<file path="src/rtl/ppi_bus_master.sv">
// ppi_bus_master
// Host-side bus initiator for a PPI-style parallel port. Accepts one request
// at a time on a valid/ready port, runs a timed SETUP/STROBE/HOLD/RECOVER bus
// cycle on the PPI CPU pins, and returns a one-cycle completion pulse with
// read data. Reads of the write-only control word are rejected without any
// bus activity.

module ppi_bus_master #(
    parameter int unsigned SETUP_CYC    = 1,
    parameter int unsigned PULSE_CYC    = 2,
    parameter int unsigned HOLD_CYC     = 1,
    parameter int unsigned RECOVERY_CYC = 1
) (
    input  logic       clk,
    input  logic       rst_n,
    // request / response port
    input  logic       req_valid,
    output logic       req_ready,
    input  logic       req_write,
    input  logic [1:0] req_addr,
    input  logic [7:0] req_wdata,
    output logic       rsp_valid,
    output logic [7:0] rsp_rdata,
    output logic       rsp_err,
    // PPI CPU interface
    output logic       cs_n,
    output logic       rd_n,
    output logic       wr_n,
    output logic [1:0] a,
    output logic [7:0] d_out,
    output logic       d_oe,
    input  logic [7:0] d_in
);

    typedef enum logic [2:0] {
        ST_IDLE,
        ST_SETUP,
        ST_STROBE,
        ST_HOLD,
        ST_RECOVER,
        ST_ERR
    } state_t;

    localparam logic [1:0] ADDR_CTRL = 2'b11;

    // Counter reload values: each timed state lasts (load + 1) cycles.
    localparam logic [3:0] SETUP_LOAD    = 4'(SETUP_CYC - 1);
    localparam logic [3:0] PULSE_LOAD    = 4'(PULSE_CYC - 1);
    localparam logic [3:0] HOLD_LOAD     = 4'(HOLD_CYC - 1);
    localparam logic [3:0] RECOVERY_LOAD = 4'(RECOVERY_CYC - 1);

    state_t     state_q,     state_d;
    logic [3:0] cnt_q,       cnt_d;
    logic       is_write_q,  is_write_d;
    logic       cs_n_q,      cs_n_d;
    logic       rd_n_q,      rd_n_d;
    logic       wr_n_q,      wr_n_d;
    logic [1:0] a_q,         a_d;
    logic [7:0] d_out_q,     d_out_d;
    logic       d_oe_q,      d_oe_d;
    logic       rsp_valid_q, rsp_valid_d;
    logic [7:0] rsp_rdata_q, rsp_rdata_d;
    logic       rsp_err_q,   rsp_err_d;

    logic cnt_done;
    assign cnt_done = (cnt_q == 4'd0);

    // Next-state and next-pin computation for the bus cycle sequencer.
    always_comb begin
        // NOTE: every signal gets a default here so no path through the case leaves it unassigned, which would infer a latch.
        state_d     = state_q;
        cnt_d       = cnt_q;
        is_write_d  = is_write_q;
        cs_n_d      = cs_n_q;
        rd_n_d      = rd_n_q;
        wr_n_d      = wr_n_q;
        a_d         = a_q;
        d_out_d     = d_out_q;
        d_oe_d      = d_oe_q;
        rsp_valid_d = 1'b0;
        rsp_rdata_d = rsp_rdata_q;
        rsp_err_d   = 1'b0;

        unique case (state_q)
            ST_IDLE: begin
                if (req_valid) begin
                    if (!req_write && (req_addr == ADDR_CTRL)) begin
                        // Control word is write-only: answer with an error, pins stay idle.
                        state_d     = ST_ERR;
                        rsp_valid_d = 1'b1;
                        rsp_err_d   = 1'b1;
                    end else begin
                        state_d    = ST_SETUP;
                        cnt_d      = SETUP_LOAD;
                        is_write_d = req_write;
                        cs_n_d     = 1'b0;
                        a_d        = req_addr;
                        d_oe_d     = req_write;
                        if (req_write) begin
                            d_out_d = req_wdata;
                        end
                    end
                end
            end

            ST_SETUP: begin
                if (cnt_done) begin
                    state_d = ST_STROBE;
                    cnt_d   = PULSE_LOAD;
                    if (is_write_q) begin
                        wr_n_d = 1'b0;
                    end else begin
                        rd_n_d = 1'b0;
                    end
                end else begin
                    cnt_d = cnt_q - 4'd1;
                end
            end

            ST_STROBE: begin
                if (cnt_done) begin
                    // Read data is sampled on the edge that ends the strobe.
                    state_d = ST_HOLD;
                    cnt_d   = HOLD_LOAD;
                    rd_n_d  = 1'b1;
                    wr_n_d  = 1'b1;
                    if (!is_write_q) begin
                        rsp_rdata_d = d_in;
                    end
                end else begin
                    cnt_d = cnt_q - 4'd1;
                end
            end

            ST_HOLD: begin
                if (cnt_done) begin
                    state_d     = ST_RECOVER;
                    cnt_d       = RECOVERY_LOAD;
                    cs_n_d      = 1'b1;
                    d_oe_d      = 1'b0;
                    rsp_valid_d = 1'b1;
                end else begin
                    cnt_d = cnt_q - 4'd1;
                end
            end

            ST_RECOVER: begin
                if (cnt_done) begin
                    state_d = ST_IDLE;
                end else begin
                    cnt_d = cnt_q - 4'd1;
                end
            end

            ST_ERR: begin
                state_d = ST_IDLE;
            end

            default: begin
                state_d = ST_IDLE;
            end
        endcase
    end

    // State and registered pin outputs; reset drops the bus to idle immediately.
    always_ff @(posedge clk or negedge rst_n) begin
        if (!rst_n) begin
            state_q     <= ST_IDLE;
            cnt_q       <= 4'd0;
            is_write_q  <= 1'b0;
            cs_n_q      <= 1'b1;
            rd_n_q      <= 1'b1;
            wr_n_q      <= 1'b1;
            a_q         <= 2'b00;
            d_out_q     <= 8'h00;
            d_oe_q      <= 1'b0;
            rsp_valid_q <= 1'b0;
            rsp_rdata_q <= 8'h00;
            rsp_err_q   <= 1'b0;
        end else begin
            // NOTE: non-blocking assignments so every flop samples the pre-edge values.
            state_q     <= state_d;
            cnt_q       <= cnt_d;
            is_write_q  <= is_write_d;
            cs_n_q      <= cs_n_d;
            rd_n_q      <= rd_n_d;
            wr_n_q      <= wr_n_d;
            a_q         <= a_d;
            d_out_q     <= d_out_d;
            d_oe_q      <= d_oe_d;
            rsp_valid_q <= rsp_valid_d;
            rsp_rdata_q <= rsp_rdata_d;
            rsp_err_q   <= rsp_err_d;
        end
    end

    assign req_ready = (state_q == ST_IDLE);
    assign rsp_valid = rsp_valid_q;
    assign rsp_rdata = rsp_rdata_q;
    assign rsp_err   = rsp_err_q;
    assign cs_n      = cs_n_q;
    assign rd_n      = rd_n_q;
    assign wr_n      = wr_n_q;
    assign a         = a_q;
    assign d_out     = d_out_q;
    assign d_oe      = d_oe_q;

endmodule

</file>
<file path="config.mk">
export PLATFORM = sky130hd
export DESIGN_NAME = ppi_bus_master
export DESIGN_NICKNAME = d
export VERILOG_FILES = /design/src/rtl/ppi_bus_master.sv
export SDC_FILE = /design/constraint.sdc
export NUM_CORES = 1
export LEC_CHECK = 0
export BUFFER_PORTS_ARGS = -buffer_cell sky130_fd_sc_hd__buf_2
export CAP_MARGIN = 40
export CORE_ASPECT_RATIO = 1.2
export CORE_UTILIZATION = 50
export DETAILED_ROUTE_END_ITERATION = 8
export PLACE_DENSITY_LB_ADDON = 0.05
export SYNTH_ARGS = -nofsm -noshare
export SYNTH_HDL_FRONTEND = slang
export SYNTH_SLANG_ARGS = --single-unit
</file>
<file path="constraint.sdc">
create_clock -name clk -period 2.1 [get_ports clk]
set_input_delay 0.42 -clock clk [delete_from_list [all_inputs] [get_ports clk]]
set_output_delay 0.42 -clock clk [all_outputs]
set_load 0.05 [all_outputs]
</file>
# [After elaboration in Yosys (flattened, before gate mapping)]
# Index checks and enable logic that the tools add are counted.
[classes] add_sub_neg=1 n_eq_ne=14 bitwise_logic=2 n_mux=32 reduce_logical=16
[op_table] op="$mux 4" n=5
[op_table] op="$reduce_and 4->1" n=5
[op_table] op="$mux 3" n=6
[op_table] op="$ne 2x2->1 const B" n=9
[op_table] op="$pmux 4 s4" n=1
[op_table] op="$pmux 3 s5" n=1
[op_table] op="$mux 1" n=14
[op_table] op="$pmux 1 s2" n=5
[op_table] op="$eq 3x2->1 const B" n=2
[op_table] op="$reduce_and 3->1" n=2
[op_table] op="$reduce_and 5->1" n=1
[op_table] op="$logic_not 4->1" n=1
[op_table] op="$reduce_bool 2->1" n=2
[op_table] op="$reduce_bool 4->1" n=1
[op_table] op="$sub 4x1->4 const B" n=1
[op_table] op="$eq 3x1->1 const B" n=1
[op_table] op="$eq 3x3->1 const B" n=1
[op_table] op="$logic_not 3->1" n=1
[op_table] op="$eq 2x2->1 const B" n=1
[op_table] op="$not 1->1" n=2
[op_table] op="$reduce_or 2->1" n=1
[op_table] op="$logic_and 1x1->1" n=1
[op_table] op="$logic_not 1->1" n=1
[totals] regBits=32 output_inout_bits=25 in_bits=22

# [Logic depth before layout (Yosys ltp)]
# Gate-level depths: netlist of the first run.
[logic_depth] word_depth=5 depth_mapped=6

# [Worst setup path before layout of the first run]
# Ideal clock, no wire load.
[synth_timing] kind="reg-to-reg" start="reg state_q[2]" end="reg a_q[0] (netlist: a[0])" synth_period_minus_slack_ns=1.737 slack_ns=0.363 n_path_buf=1 required_time_ns=1.975 t_arrival_ns=1.613 path_stages_with_launch=5 setup_time_ns=0.125 path_cell_list="dfrtp_1 buf_6 nor3_4 nand3_2 mux2_2"
[synth_between] elab_chain_len=2
[synth_lines] item="start: declaration" line="52" rtl="state_t state_q, state_d;"
[synth_lines] item="start signal: assignment" line="182" rtl="state_q <= state_d;"
[synth_lines] item="$logic_not 3->1"
[synth_lines] item="net req_ready" line="18" rtl="output logic req_ready,"
[synth_lines] item="$reduce_and 3->1 (no source line)"
[synth_lines] item="end signal: assignment" line="174" rtl="a_q <= 2'b00;"
[synth_lines] item="end signal: assignment" line="188" rtl="a_q <= a_d;"
[synth_lines] item="end: declaration" line="58" rtl="logic [1:0] a_q, a_d;"
# The timed path passes the listed nets, and every way through them passes these cells.
# A chain may end at the register's enable or synchronous reset.

# [Worst setup path in the final report of the first run]
[layout_timing] start="reg state_q[0]" end="out req_ready"
[layout_between] elab_chain_len=1
[layout_lines] item="$logic_not 3->1" line="197" rtl="assign req_ready = (state_q == ST_IDLE);"
[layout_lines] item="end: declaration" line="18"
# No other way between the ends.

==> metrics.csv, run 1 <==
stage,metric,value,unit
status,status,"complete, no violations",
clock_network,clock_latency,0.33,ns
power_and_ir_drop,internal-power,1.62,mW
placed_design,dp_hpwl,2.13,mm
logic_synthesis,synth.distinct_cells,34,
route,wl_per_cell,13.7,um
sta,totalNegativeSetupSlack,0,ns
logic_synthesis,async_flop_share,100,%
clock_network,cts.path.max_buffers,2,
worst_setup_path,ff2ff_path_depth,6,
worst_setup_path,crit_arrival,1.58,ns
sta,finalCritPeriodShare,95.2,%
sta,finalHoldViolations,0,
logic_synthesis,syn_nets,152,
logic_synthesis,synth_area,0.00151,mm^2
route,num_vias,1170,
power_and_ir_drop,powerDensity,1770,mW/mm^2
floorplanning,die_x,52.2,um
power_and_ir_drop,ir_drop,1.08,mV
logic_synthesis,ys_top_cells_by_area,"dfrtp_1 48%, mux2_2 14%, dfstp_2 5.2%",
sta,fin_crit,2.00,ns
clock_network,path_clk_slew,0.10,ns
floorplanning,die_h,62.2,um
power_and_ir_drop,p_sw,1.64,mW
clock_network,postCtsResizedCells,0,
route,final_antenna_net_count,0,
sta,worstMarginPinSlew,0.706,ns
logic_synthesis,synth-edff-count,0,
floorplanning,num_rows,21,
worst_setup_path,worstSetupPathType,reg -> out,
worst_setup_path,crit_chain,nor3_4 > buf_2,
hold_path,hp-class,in -> async,
power_and_ir_drop,seq_power_share,34.9,%
floorplanning,initial_core_util,53.2,%
worst_setup_path,reg2reg_to,cnt_q[0],
logic_synthesis,synthesis.instances,128,
logic_synthesis,synth_flop_cell,dfrtp_1,
power_and_ir_drop,switching_share,50.3,%
worst_setup_path,rrSetupSlack,0.31,ns
logic_synthesis,synth_largest_area_cell,dfrtp_1,
worst_setup_path,cpPeakStageDelay,0.56,ns
placed_design,dpl_worst_slack,0.336,ns
global_routing,grtUsageTotal,21.5,%
worst_setup_path,worstSetupStartpointType,register,
clock_network,clock_sinks,32,
finish,syn_to_final_growth,21.8,%
route,drt_first_pass_iters,4,
sta,max_freq,0.500,GHz
logic_synthesis,synth_area_per_cell,11.8,um^2
route,drt_iter0_markers,27,
finish,nets,203,
finish,num_antenna_cells,0,
logic_synthesis,ys_ff_latch,32,
global_routing,grt_max_degree,33,
worst_setup_path,path_max_fanout,14,
clock_network,h-tree-depth,2,
worst_setup_path,endpoint_kind,output pin,
sta,slew_viol_final,0,
placed_design,io_buffers,46,
finish,mostFrequentLayoutCells,"46 x buf_2, 29 x dfrtp_1, 19 x mux2_2",
sta,final.setup_skew,0.00622,ns
global_routing,overflow,0,
sta,relSlewSlack,52.9,%
floorplanning,ios,47,
clock_network,hold_buffers,0,
finish,drive_gt1_share,48.3,%
finish,final_util,64.8,%
worst_setup_path,crit_buf_inv,1,
floorplanning,fp.coreArea,0.00284,mm^2
worst_setup_path,critical_path_depth,2,
power_and_ir_drop,p_leak,0.852,nW
power_and_ir_drop,combPwrFrac,53.7,%
logic_synthesis,yosysTopAreaCellShare,48.1,%
flow_run,cap_viol_max_count,0,
sta,finalWorstSetupSlack,0.100,ns
worst_setup_path,crit_start,state_q[0],
power_and_ir_drop,power_frac_clock,11.4,%
global_routing,grt_first_pass_wirelength,5.03,mm
placed_design,gp_congestion,0.821,
route,routed_wl,2.93,mm
sta,rsz0062_at_grt,false,
clock_network,postCtsSetupRepairBufs,0,
clock_network,cts_tree,done,
worst_setup_path,critPathSlowestCell,dfrtp_1,
clock_network,cts_root_buffer,clkbuf_4,
logic_synthesis,synth_warnings,0,
worst_setup_path,r2r_start,cnt_q[0],
worst_setup_path,cp_top_family,flip-flops,
route,vias_per_cell,5.47,
sta,setup_viol,0,
floorplanning,dieArea,0.00325,mm^2
clock_network,cts_made_buffers,5,
worst_setup_path,worstPathRequired,1.68,ns
route,drcViolationCount,0,
global_routing,antenna_found_initial,0,
global_routing,grt_pass1_vias,1102,
logic_synthesis,yosysSeqAreaShare,53.3,%
worst_setup_path,endpoint,req_ready,
finish,final_common_cell,buf_2,
==> layout make-up <==
type / instances / area, um^2
Fill cell: 247 / 998
Sequential cell: 32 / 805
Multi-Input combinational cell: 89 / 669
Timing Repair Buffer: 49 / 253
Clock buffer: 7 / 55.1
Tap cell: 34 / 42.5
Clock inverter: 1 / 7.51
Inverter: 2 / 7.51
==> how the worst min path moves through the flow <==
stage	startpoint	to	slack, ns	cells after the start
finish	rst_n	a[0]	0.12	1
global route	rst_n	a[0]	0.15	1
CTS	rst_n	a[0]	0.13	1
detailed placement	cs_n	cs_n	0.45	2
global placement	cs_n	cs_n	0.46	2
floorplan	rst_n	a[0]	0.12	0
==> worst register-to-register path: stages (launching register included) <==
cell and delay (ns):
dfrtp_1 0.46, inv_1 0.13, ha_1 0.19, or3b_4 0.41, a31o_2 0.25, a21oi_1 0.12
o311ai_1 0.11
==> metrics by stage <==
step / instance area (um^2) / instances / hold slack (ns) / power [mW]
after global routing: 1840 / 214 / 0.145 / 3.47
final: 1840 / 214 / 0.118 / 3.26
after CTS: 1840 / 214 / 0.132 / 3.29
after detailed placement: 1780 / 206 / 0.450 / 2.90
after global placement: 1780 / 206 / 0.458 / 2.85
after floorplan: 1510 / 128 / 0.124 / 2.50
==> layer usage <==
layer | track usage [%] | vias up | wire length (um)
li1 | - | 565 | -
met1 | 25.4 | 562 | 1210
met2 | 34.1 | 35 | 1520
met3 | 8.09 | 8 | 139
met4 | 9.87 | 0 | 70
met5 | 0 | - | 0
==> sequential cells by signal, indices dropped and copies added, names as in the netlist <==
name	flops
state_q	3
wr_n	1
rsp_rdata	8
a	2
d_oe	1
rd_n	1
rsp_err	1
cs_n	1
is_write_q	1
d_out	8
cnt_q	4
rsp_valid	1
==> synth_stat cells (2+ instances only) <==
master	count
nor3_1	5
clkbuf_1	2
inv_1	2
dfrtp_1	29
o21ai_0	10
nand3_1	2
nand2_1	10
a31oi_1	2
nor2_1	9
buf_2	2
a21oi_1	9
mux2_2	19
nand3_4	2
ha_1	2
or3_1	2
dfstp_2	3
==> power groups by stage <==
stage | combinational, mW | clock, mW | sequential (mW)
global route | 1.87 | 0.422 | 1.18
CTS | 1.76 | 0.389 | 1.14
floorplan | 0.668 | 0 | 1.84
global placement | 1.72 | 0 | 1.13
detailed placement | 1.75 | 0 | 1.15
finish | 1.75 | 0.373 | 1.14
==> logic make-up after synthesis <==
kind of cell	after synthesis	synth area share [%]
AOI/OAI and AO/OA	28	11.0
xor gates and xnor gates	1	0.580
buffers and inverters	7	2.40
muxes	19	14.2
DFF	32	53.3
adders and majority gates	2	1.66
and+or+nand+nor	39	16.9
(Power assumes the default switching activity.)
==> run 2: changes to the inputs <==
==> constraint.sdc (replaced) <==
create_clock -name clk -period 2.1 [get_ports clk]
set_input_delay 0.315 -clock clk [delete_from_list [all_inputs] [get_ports clk]]
set_output_delay 0.315 -clock clk [all_outputs]
set_load 0.05 [all_outputs]
==> metrics.csv, run 2 (synthesis gave the netlist of run 1 again) <==
stage,metric,value,unit,change
clock_network,clock_latency,0.33,ns,about the same
sta,slew_viol_final,0,,unchanged
floorplanning,initial_core_util,53.2,%,unchanged
power_and_ir_drop,fin_total_pwr,3.41,mW,+4.7%
clock_network,h-tree-depth,2,,unchanged
clock_network,cts.path.max_buffers,2,,unchanged
worst_setup_path,r2r_start,cnt_q[0],,
worst_setup_path,endpoint_kind,output pin,,
worst_setup_path,worstSetupStartpointType,register,,
global_routing,grtUsageTotal,21.1,%,-0.45 points
finish,drive_gt1_share,48.6,%,+0.27 points
sta,finalHoldViolations,0,,unchanged
finish,final_util,65.7,%,+0.88 points
global_routing,overflow,0,,unchanged
floorplanning,die_x,52.2,um,unchanged
clock_network,clock_sinks,32,,unchanged
placed_design,dp.cells,205,,-0.49%
sta,finalCritPeriodShare,93.8,%,-1.5 points
power_and_ir_drop,powerDensity,1830,mW/mm^2,+3.3%
route,drcViolationCount,0,,unchanged
clock_network,postCtsResizedCells,0,,unchanged
route,num_vias,1176,,+0.51%
floorplanning,fp.coreArea,0.00284,mm^2,unchanged
sta,setup_viol,0,,unchanged
clock_network,cts_root_buffer,clkbuf_4,,
route,final_antenna_net_count,0,,unchanged
power_and_ir_drop,ir_drop,1.13,mV,+5.1%
sta,rsz0062_at_grt,false,,
floorplanning,die_h,62.2,um,unchanged
floorplanning,ios,47,,unchanged
floorplanning,num_rows,21,,unchanged
clock_network,cts_tree,done,,
finish,mostFrequentLayoutCells,"46 x buf_2, 29 x dfrtp_1, 19 x mux2_2",,
global_routing,grt_first_pass_wirelength,5.05,mm,+0.40%
global_routing,grt_pass1_vias,1166,,+5.8%
placed_design,dp_hpwl,2.26,mm,+6.1%
finish,num_antenna_cells,0,,unchanged
sta,max_freq,0.508,GHz,+1.6%
worst_setup_path,ff2ff_path_depth,6,,unchanged
status,status,"complete, no violations",,
floorplanning,dieArea,0.00325,mm^2,unchanged
placed_design,placed_cell_area,0.00177,mm^2,-0.42%
global_routing,antenna_found_initial,0,,unchanged
finish,final_common_cell,buf_2,,
sta,holdWs,0.0140,ns,-0.104 ns
sta,finalWorstSetupSlack,0.131,ns,+0.0306 ns
flow_run,cap_viol_max_count,0,,unchanged
worst_setup_path,reg2reg_to,cnt_q[0],,
clock_network,path_clk_slew,0.10,ns,about the same
route,wl_per_cell,14.3,um,+4.1%
sta,totalNegativeSetupSlack,0,ns,unchanged
placed_design,dpl_worst_slack,0.341,ns,+0.00455 ns
finish,stdcell_area,0.00186,mm^2,+1.4%
placed_design,io_buffers,46,,unchanged
sta,relSlewSlack,53.9,%,+1.0 points
clock_network,cts_made_buffers,5,,unchanged
sta,fin_crit,1.97,ns,-0.0306 ns
placed_design,gp_congestion,0.845,,+2.8%
global_routing,grt_max_degree,33,,unchanged
route,drt_first_pass_iters,4,,unchanged
clock_network,hold_buffers,0,,unchanged
finish,final_cells,213,,-0.47%
worst_setup_path,crit_arrival,1.65,ns,+0.07 ns
sta,worstMarginPinSlew,0.691,ns,-0.0150 ns
hold_path,hp-class,in -> async,,
finish,nets,202,,-0.49%
worst_setup_path,worstSetupPathType,reg -> out,,
power_and_ir_drop,p_leak,0.866,nW,+1.6%
route,vias_per_cell,5.52,,+0.98%
finish,syn_to_final_growth,23.4,%,
route,routed_wl,3.04,mm,+3.6%
sta,final.setup_skew,0.00302,ns,-0.00320 ns
clock_network,postCtsSetupRepairBufs,0,,unchanged
worst_setup_path,worstPathRequired,1.78,ns,+0.10 ns
worst_setup_path,rrSetupSlack,0.31,ns,about the same
worst_setup_path,path_max_fanout,14,,unchanged
route,drt_iter0_markers,15,,-44%
[run 2: layer usage]
metal | GRT usage, % | part of all wire (%)
met5 | 0 | 0
met4 | 7.89 | 1.6
met3 | 5.15 | 4.4
met2 | 37.8 | 55
met1 | 23.1 | 39
[run 2: critical path, stage by stage, from the launching register on]
cell and delay, ns:
dfrtp_1 0.55, nor3_4 0.42, buf_2 0.35
[run 2: cell type report]
cell class / count / area (um^2)
Clock buffer: 7 / 65.1
Timing Repair Buffer: 48 / 245
Clock inverter: 1 / 30.0
Multi-Input combinational cell: 89 / 669
Inverter: 2 / 7.51
Tap cell: 34 / 42.5
Fill cell: 243 / 973
Sequential cell: 32 / 805
[run 2: worst max-delay path by stage]
| stage | start | to | slack (ns) | cells after the start |
|---|---|---|---|---|
| floorplan | state_q[2] | a[0] | 0.36 | 4 |
| global placement | cnt_q[0] | cnt_q[0] | 0.39 | 6 |
| detailed placement | cnt_q[0] | cnt_q[0] | 0.34 | 6 |
| CTS | state_q[0] | req_ready | 0.07 | 2 |
| global route | state_q[0] | req_ready | 0.04 | 2 |
| finish | state_q[0] | req_ready | 0.13 | 2 |
[run 2: report_power, final]
part	total (mW)	internal, mW	switching (mW)
Combinational	1.74	0.542	1.19
Sequential	1.15	0.907	0.243
Clock	0.524	0.316	0.208
